`src/rtl/riscv_pkg.sv`:
```
// Shared RISC-V decode types: ALU op encoding, instruction classes and branch funct3 codes.
// The alu_op_t encoding is {funct7b5, funct3} so decode can pass instruction bits straight through.
package riscv_pkg;

  typedef enum logic [3:0] {
    ALU_ADD  = 4'd0,
    ALU_SLL  = 4'd1,
    ALU_SLT  = 4'd2,
    ALU_SLTU = 4'd3,
    ALU_XOR  = 4'd4,
    ALU_SRL  = 4'd5,
    ALU_OR   = 4'd6,
    ALU_AND  = 4'd7,
    ALU_SUB  = 4'd8,
    ALU_SRA  = 4'd13
  } alu_op_t;

  typedef enum logic [2:0] {
    CLS_OP     = 3'd0,
    CLS_OP_IMM = 3'd1,
    CLS_LUI    = 3'd2,
    CLS_AUIPC  = 3'd3,
    CLS_JUMP   = 3'd4,
    CLS_MEM    = 3'd5,
    CLS_BRANCH = 3'd6,
    CLS_RSVD   = 3'd7
  } instr_class_t;

  localparam logic [2:0] F3_BEQ  = 3'b000;
  localparam logic [2:0] F3_BNE  = 3'b001;
  localparam logic [2:0] F3_BLT  = 3'b100;
  localparam logic [2:0] F3_BGE  = 3'b101;
  localparam logic [2:0] F3_BLTU = 3'b110;
  localparam logic [2:0] F3_BGEU = 3'b111;

  // funct7b5 only selects SUB/SRA; for every other funct3 it is a don't-care.
  function automatic alu_op_t derive_alu_op(input instr_class_t cls, input logic [2:0] f3,
                                            input logic f7b5);
    alu_op_t op;
    op = ALU_ADD;
    case (cls)
      CLS_OP:     op = (f3 == 3'b000 || f3 == 3'b101) ? alu_op_t'({f7b5, f3})
                                                       : alu_op_t'({1'b0, f3});
      CLS_OP_IMM: op = (f3 == 3'b101) ? alu_op_t'({f7b5, f3}) : alu_op_t'({1'b0, f3});
      default:    op = ALU_ADD;
    endcase
    return op;
  endfunction

endpackage

```
`src/rtl/branch_cmp.sv`:
```
// Combinational branch condition evaluator (rs1/rs2/funct3 -> taken).
// Only compiled when BRANCH_CMP_EN is defined; funct3 010/011 are never taken.
`ifdef BRANCH_CMP_EN
module branch_cmp
  import riscv_pkg::*;
#(
  parameter int XLEN = 32
) (
  input  logic [XLEN-1:0] rs1,
  input  logic [XLEN-1:0] rs2,
  input  logic [2:0]      funct3,
  output logic            taken
);

  always_comb begin
    taken = 1'b0;
    case (funct3)
      F3_BEQ:  taken = (rs1 == rs2);
      F3_BNE:  taken = (rs1 != rs2);
      F3_BLT:  taken = ($signed(rs1) < $signed(rs2));
      F3_BGE:  taken = ($signed(rs1) >= $signed(rs2));
      F3_BLTU: taken = (rs1 < rs2);
      F3_BGEU: taken = (rs1 >= rs2);
      default: taken = 1'b0;
    endcase
  end

endmodule
`endif

```
`src/rtl/alu_operand_stage.sv`:
```
// Execute-stage front end: latches a decoded instruction, drives ALU op/operands, captures the result.
// Optional branch comparator enabled by defining BRANCH_CMP_EN; otherwise out_taken is tied low.
module alu_operand_stage
  import riscv_pkg::*;
#(
  parameter int XLEN        = 32,
  parameter int LINK_OFFSET = 4
) (
  input  logic            clk,
  input  logic            rst,
  input  logic            flush,
  input  logic            in_valid,
  output logic            in_ready,
  input  logic [2:0]      in_class,
  input  logic [2:0]      in_funct3,
  input  logic            in_funct7b5,
  input  logic [XLEN-1:0] in_pc,
  input  logic [XLEN-1:0] in_rs1,
  input  logic [XLEN-1:0] in_rs2,
  input  logic [XLEN-1:0] in_imm,
  output alu_op_t         alu_op,
  output logic [XLEN-1:0] alu_a,
  output logic [XLEN-1:0] alu_b,
  input  logic [XLEN-1:0] alu_out,
  output logic            out_valid,
  input  logic            out_ready,
  output logic [XLEN-1:0] out_result,
  output logic [XLEN-1:0] out_rs2,
  output logic            out_taken
);

  typedef enum logic [1:0] {S_IDLE, S_EXEC, S_DONE} state_t;

  state_t          state_reg, state_next;
  logic            accept, capture;
  instr_class_t    in_cls;
  alu_op_t         op_next;
  logic [XLEN-1:0] a_next, b_next;

  assign in_cls = instr_class_t'(in_class);

  always_ff @(posedge clk or posedge rst) begin
    if (rst) state_reg <= S_IDLE;
    else     state_reg <= state_next;
  end

  // Flush overrides everything below it: no accept, no capture, back to IDLE.
  always_comb begin
    state_next = state_reg;
    in_ready   = 1'b0;
    out_valid  = 1'b0;
    accept     = 1'b0;
    capture    = 1'b0;
    case (state_reg)
      S_IDLE: begin
        in_ready = 1'b1;
        if (in_valid) begin
          accept     = 1'b1;
          state_next = S_EXEC;
        end
      end
      S_EXEC: begin
        capture    = 1'b1;
        state_next = S_DONE;
      end
      S_DONE: begin
        out_valid = 1'b1;
        if (out_ready) state_next = S_IDLE;
      end
      default: state_next = S_IDLE;
    endcase
    if (flush) begin
      state_next = S_IDLE;
      accept     = 1'b0;
      capture    = 1'b0;
    end
  end

  always_comb begin
    op_next = derive_alu_op(in_cls, in_funct3, in_funct7b5);
    a_next  = '0;
    b_next  = '0;
    case (in_cls)
      CLS_OP:                 begin a_next = in_rs1; b_next = in_rs2; end
      CLS_OP_IMM, CLS_MEM:    begin a_next = in_rs1; b_next = in_imm; end
      CLS_LUI:                b_next = in_imm;
      CLS_AUIPC, CLS_BRANCH:  begin a_next = in_pc;  b_next = in_imm; end
      CLS_JUMP:               begin a_next = in_pc;  b_next = XLEN'(LINK_OFFSET); end
      default:                ; // reserved class: 0 + 0
    endcase
  end

  always_ff @(posedge clk or posedge rst) begin
    if (rst) begin
      alu_op     <= ALU_ADD;
      alu_a      <= '0;
      alu_b      <= '0;
      out_rs2    <= '0;
      out_result <= '0;
    end else begin
      if (accept) begin
        alu_op  <= op_next;
        alu_a   <= a_next;
        alu_b   <= b_next;
        out_rs2 <= in_rs2;
      end
      if (capture) out_result <= alu_out;
    end
  end

`ifdef BRANCH_CMP_EN
  // alu_a carries pc for branches, so rs1 needs its own copy for the compare.
  logic [XLEN-1:0] rs1_reg;
  logic [2:0]      funct3_reg;
  logic            is_branch_reg;
  logic            cmp_taken;

  branch_cmp #(.XLEN(XLEN)) u_branch_cmp (
    .rs1    (rs1_reg),
    .rs2    (out_rs2),
    .funct3 (funct3_reg),
    .taken  (cmp_taken)
  );

  always_ff @(posedge clk or posedge rst) begin
    if (rst) begin
      rs1_reg       <= '0;
      funct3_reg    <= '0;
      is_branch_reg <= 1'b0;
      out_taken     <= 1'b0;
    end else begin
      if (accept) begin
        rs1_reg       <= in_rs1;
        funct3_reg    <= in_funct3;
        is_branch_reg <= (in_cls == CLS_BRANCH);
      end
      if (capture) out_taken <= is_branch_reg & cmp_taken;
    end
  end
`else
  assign out_taken = 1'b0;
`endif

endmodule
```
`config.mk`:
```
export PLATFORM = sky130hd
export DESIGN_NAME = alu_operand_stage
export DESIGN_NICKNAME = d
export VERILOG_FILES = /design/src/rtl/riscv_pkg.sv /design/src/rtl/branch_cmp.sv /design/src/rtl/alu_operand_stage.sv
export SDC_FILE = /design/constraint.sdc
export NUM_CORES = 1
export LEC_CHECK = 0
export ABC_AREA = 1
export CORE_MARGIN = 2
export CORE_UTILIZATION = 41
export CTS_CLUSTER_SIZE = 14
export DETAILED_ROUTE_END_ITERATION = 6
export HOLD_SLACK_MARGIN = 0.1
export PLACE_DENSITY = 0.82
export SYNTH_ARGS = -nofsm -noshare
export SYNTH_HDL_FRONTEND = slang
export SYNTH_SLANG_ARGS = --single-unit
```
`constraint.sdc`:
```
create_clock -name clk -period 5.6 [get_ports clk]
set_clock_uncertainty 0.05 [all_clocks]
set_input_delay 1.68 -clock clk [delete_from_list [all_inputs] [get_ports clk]]
set_output_delay 1.68 -clock clk [all_outputs]
set_load 0.01 [all_outputs]
```
After elaboration in Yosys (flattened, before gate mapping)

Index checks and enable logic that the tools add are counted.

Flip-flop bits (word level): 134
Bits in latches: 0
RAM bits: 0
Bits in read-only memories: 0
Output and inout bits: 135
Logic and storage cells: 41
Memories kept: 0

Add/sub/neg operators: 0
Multiply operators: 0
Div/mod/pow operators: 0
Order comparisons: 0
Equality and inequality tests: 11
Shift-type cells: 0
Multiplexer cells: 16
Bitwise logic cells: 0
Reduce and logical (&&, ||, !) cells: 8

Operator list:

| kind                                                                   | count |
|---|---|
| 32-bit case mux with 3 select lines                                    | 1 |
| 32-bit case mux with 2 select lines                                    | 1 |
| 3-bit equality test (second input constant)                            | 4 |
| 4-bit two-way mux                                                      | 2 |
| 4-bit case mux with 2 select lines                                     | 1 |
| 1-bit two-way mux                                                      | 7 |
| 3-bit by 2-bit equality test with 1-bit output (second input constant) | 2 |
| 3-bit logical NOT                                                      | 2 |
| 2-bit two-way mux                                                      | 3 |
| 3-bit != test (second input constant)                                  | 2 |
| 2-bit case mux with 3 select lines                                     | 1 |
| 3-bit OR reduction                                                     | 2 |
| 5-bit OR reduction                                                     | 1 |
| 3-bit by 1-bit equality test with 1-bit output (second input constant) | 1 |
| 2-bit by 1-bit equality test with 1-bit output (second input constant) | 1 |
| 2-bit equality test (second input constant)                            | 1 |
| 2-bit logical NOT                                                      | 1 |
| 2-bit AND reduction                                                    | 1 |
| 1-bit logical OR                                                       | 1 |

Longest topological paths before layout

Depth in word-level cells: 4
Mapped depth: 7

Worst setup path before layout

Ideal clock, no wire load.

Path kind: input to register
Start point: input port flush
End point: register out_rs2[0]
Library setup time: 0.130 ns
Arrival: 2.329 ns
Required time: 5.420 ns
Slack: 3.091 ns
Cell stages on the path: 6
Path through: inv_1 -> nand3_2 -> buf_4 -> buf_2 -> nand2_1 -> o21ai_0

Longest elaborated chain between the ends: 1

RTL lines:

| what                 | line                     | RTL |
|---|---|---|
| from (decl)          | alu_operand_stage.sv:11  | `input logic flush,` |
| 1-bit two-way mux    | alu_operand_stage.sv:72  | `if (flush) begin` |
| to (signal assigned) | alu_operand_stage.sv:105 | `out_rs2 <= in_rs2;` |
| to (decl)            | alu_operand_stage.sv:28  | `output logic [XLEN-1:0] out_rs2,` |

Every way passes these cells.
A chain may end at the register's enable or synchronous reset.

Worst setup path in the final report

Start point: input port flush
End point: register out_rs2[6]

Same word-level chain as after synthesis.

==> implementation parameters <==
Parameter                              Value

Status
  Status    complete, no violations

Floorplanning
  Top-level port count    307
  Vert. Die Dim    127 um
  Starting Density    0.414
  Number of rows created at floorplan    45
  Die outline area    16200 um^2
  Placeable core region    15000 um^2
  Horizontal die dimension    127 um

Critical path
  Worst reg2reg path depth    5
  Startpoint type of the worst setup path    primary input
  Data arrival at the endpoint of the critical path    3.70 ns
  Required time of the critical path    5.81 ns
  Reg-to-reg startpoint    state_reg[0]$_DFFE_PP0P_
  Capturing element type of the critical path    register
  Register-to-register setup slack    3.49 ns
  Worst Path Class, Setup    primary input to register
  Largest fanout on the critical path    73
  Reg-to-reg endpoint    out_rs2[6]$_DFFE_PP0P_

Routing
  Post-route antenna net violation count    0
  Post-Route WL    18300 um
  Count of unresolved DRC violations after routing    0
  DR vias    5939
  Number of vias per cell    ~4.7
  Post-detailed-route wirelength per cell    14.6 um
  Drt first-iter violations    305
  Detailed-routing iteration count for the pre-antenna-repair pass    4

Cells and area
  Diode count    0
  Number of nets in the final layout    1225
  Non-filler cells in the finished layout    1253
  Share of cells above drive strength 1    0.0638
  Fill cells    1210
  Area growth from synthesis to layout    58.3%

GRT
  Pin count of the biggest net entering global routing    97
  Global-route wire length before repair    29000 um
  Remaining Overflow, GRT    0
  Antenna violations before repair    0
  Vias in the first global route    roughly 5700
  Gr usage total    0.225

CTS
  Max Buffers Root-to-Sink    2
  Clock tree from TritonCTS    yes
  Clk Latency, worst-skew pair    0.41 ns
  Cts bufs inserted    17
  Clock H-tree levels    4
  Clock transition time at the flip-flop clock pins of the worst setup and hold paths    0.06 ns
  CTS Root Cell    sky130_fd_sc_hd__clkbuf_16
  TritonCTS Sinks    around 130
  Post-cts gate resize count    0
  Post-CTS repair timing setup buffer count    0
  Number of buffers inserted by hold repair at cts    0

Logic synthesis
  Fraction of synthesized cell area taken by the top area cell type    0.539
  Number of enable-type register cells in the synthesized netlist    0
  Synthesized area divided by synthesized cell count    8.09 um^2
  Cell area after synthesis    6230 um^2
  Sequential cell area fraction in the yosys report    0.539
  Synth Flop Type    sky130_fd_sc_hd__dfrtp_1
  Yosys reg bits    134
  Net count after synthesis    about 940
  Most frequently used cell type in the post-synthesis netlist    sky130_fd_sc_hd__nand2_1
  Leading post-synthesis cells by instance count    333 x sky130_fd_sc_hd__nand2_1, 134 x sky130_fd_sc_hd__dfrtp_1, 76 x sky130_fd_sc_hd__o21ai_0
  Synth unique cells    21
  Warnings, synthesis    0
  Share of async-settable or async-resettable flops after synthesis    1.00
  Top cells by area in the synthesized netlist    sky130_fd_sc_hd__dfrtp_1 54%, sky130_fd_sc_hd__nand2_1 20%, sky130_fd_sc_hd__o21ai_0 6.1%
  Synthesized instance count    770
  Yosys top cell by area    sky130_fd_sc_hd__dfrtp_1

Timing
  Worst rel slew slack    0.246
  Aggregate negative setup slack    0 ns
  Unrepaired setup endpoints after global routing    false
  Upper clock frequency limit    287 MHz
  Total count of max-transition violations in the final report    0
  Minimum period implied by the final worst setup slack    3.49 ns
  Worst-Margin Slew    1.13 ns
  Final setup vio count    0
  Ratio of final minimum period to clock period    0.623
  Final hold viol count    0

Hold path
  Worst Hold Path Cells    2
  Endpoint with the worst hold slack    alu_a[29]$_DFFE_PP0P_
  Hold Path Origin    alu_a[29]$_DFFE_PP0P_
  Hold crit path type    register to register

Placement
  Detail Placement HPWL    12800 um
  Total of buffers placed on input and output ports    305
  Count of placed standard cells including taps    1222
  Gp weighted congestion    between 0.7 and 0.8

Power and ir drop
  Peak supply drop    0.192 mV
  Leak Pwr    just under 0.005 uW
  Power density over cell area    between 300 and 400 nW/um^2

Job
  Count of max-cap constraint violations    0
==> layout by cell type, fill, tap and decap left out, types with 6 or more instances in the layout <==
master,instances
sky130_fd_sc_hd__o21ai_1,19
sky130_fd_sc_hd__nand2_1,333
sky130_fd_sc_hd__inv_1,67
sky130_fd_sc_hd__clkdlybuf4s50_1,305
sky130_fd_sc_hd__buf_4,6
sky130_fd_sc_hd__o21ai_0,76
sky130_fd_sc_hd__nand3_1,56
sky130_fd_sc_hd__nand3_2,12
sky130_fd_sc_hd__dfrtp_1,134
sky130_fd_sc_hd__nand2_2,11
sky130_fd_sc_hd__clkbuf_16,17
==> how the worst max path moves through the flow <==
stage,startpoint,endpoint,slack (ns)
2_1_floorplan,rst,alu_a[0]$_DFFE_PP0P_,0.29
3_5_place_dp,flush,out_rs2[26]$_DFFE_PP0P_,1.69
4_1_cts,flush,out_rs2[6]$_DFFE_PP0P_,2.14
5_1_grt,flush,out_rs2[6]$_DFFE_PP0P_,1.89
6_report,flush,out_rs2[6]$_DFFE_PP0P_,2.11
3_3_place_gp,flush,out_rs2[15]$_DFFE_PP0P_,1.76
==> cell type report <==
type	instances	area (um^2)	area share
Clock buffer	19	443	0.0449
Clock inverter	12	178	0.0180
Inverter	71	272	0.0275
Multi-Input combinational cell	518	2280	0.231
Sequential cell	134	3350	0.340
Tap cell	188	235	0.0239
Timing Repair Buffer	311	3100	0.314
==> critical path, cell delays in order <==
cell	delay, ns
sky130_fd_sc_hd__clkdlybuf4s50_1	0.47
sky130_fd_sc_hd__inv_1	0.09
sky130_fd_sc_hd__nand3_4	0.09
sky130_fd_sc_hd__buf_4	0.49
sky130_fd_sc_hd__buf_4	0.63
sky130_fd_sc_hd__o21ai_0	0.17
==> cell families after synthesis <==
logic type | count (synthesis) | synth area share
compound gates | 96 | 0.0790
flops | 134 | 0.539
buf+inv | 118 | 0.0973
simple gates | 421 | 0.285
other cells | 1 | 0.000602
==> where the power goes <==
group          switching (uW)  internal, uW  total [uW]
Combinational             400           519         919
Sequential                106          1160        1260
Clock                     412           754        1170
==> through the flow <==
step | utilization | setup slack [ns] | instance area (um^2) | total power (uW) | hold slack (ns)
final | 0.656 | 2.11 | 9860 | 3350 | 0.426
after global routing | 0.656 | 1.89 | 9860 | 3520 | 0.450
after CTS | 0.656 | 2.14 | 9860 | 3380 | 0.430
after detailed placement | 0.614 | 1.69 | 9240 | 2200 | 0.414
after global placement | 0.614 | 1.76 | 9240 | 2180 | 0.411
after floorplan | - | 0.287 | 6230 | 1620 | 0.463
==> metal layers <==
metal | vias up | global-route usage | wire length [um]
met5 | - | 0 | 0
met4 | 0 | 0.0892 | 486
met3 | 34 | 0.0745 | 1420
met2 | 219 | 0.377 | 8850
met1 | 2736 | 0.270 | 7560
li1 | 2950 | - | -
Note: power is estimated with default switching activity, not from simulation.
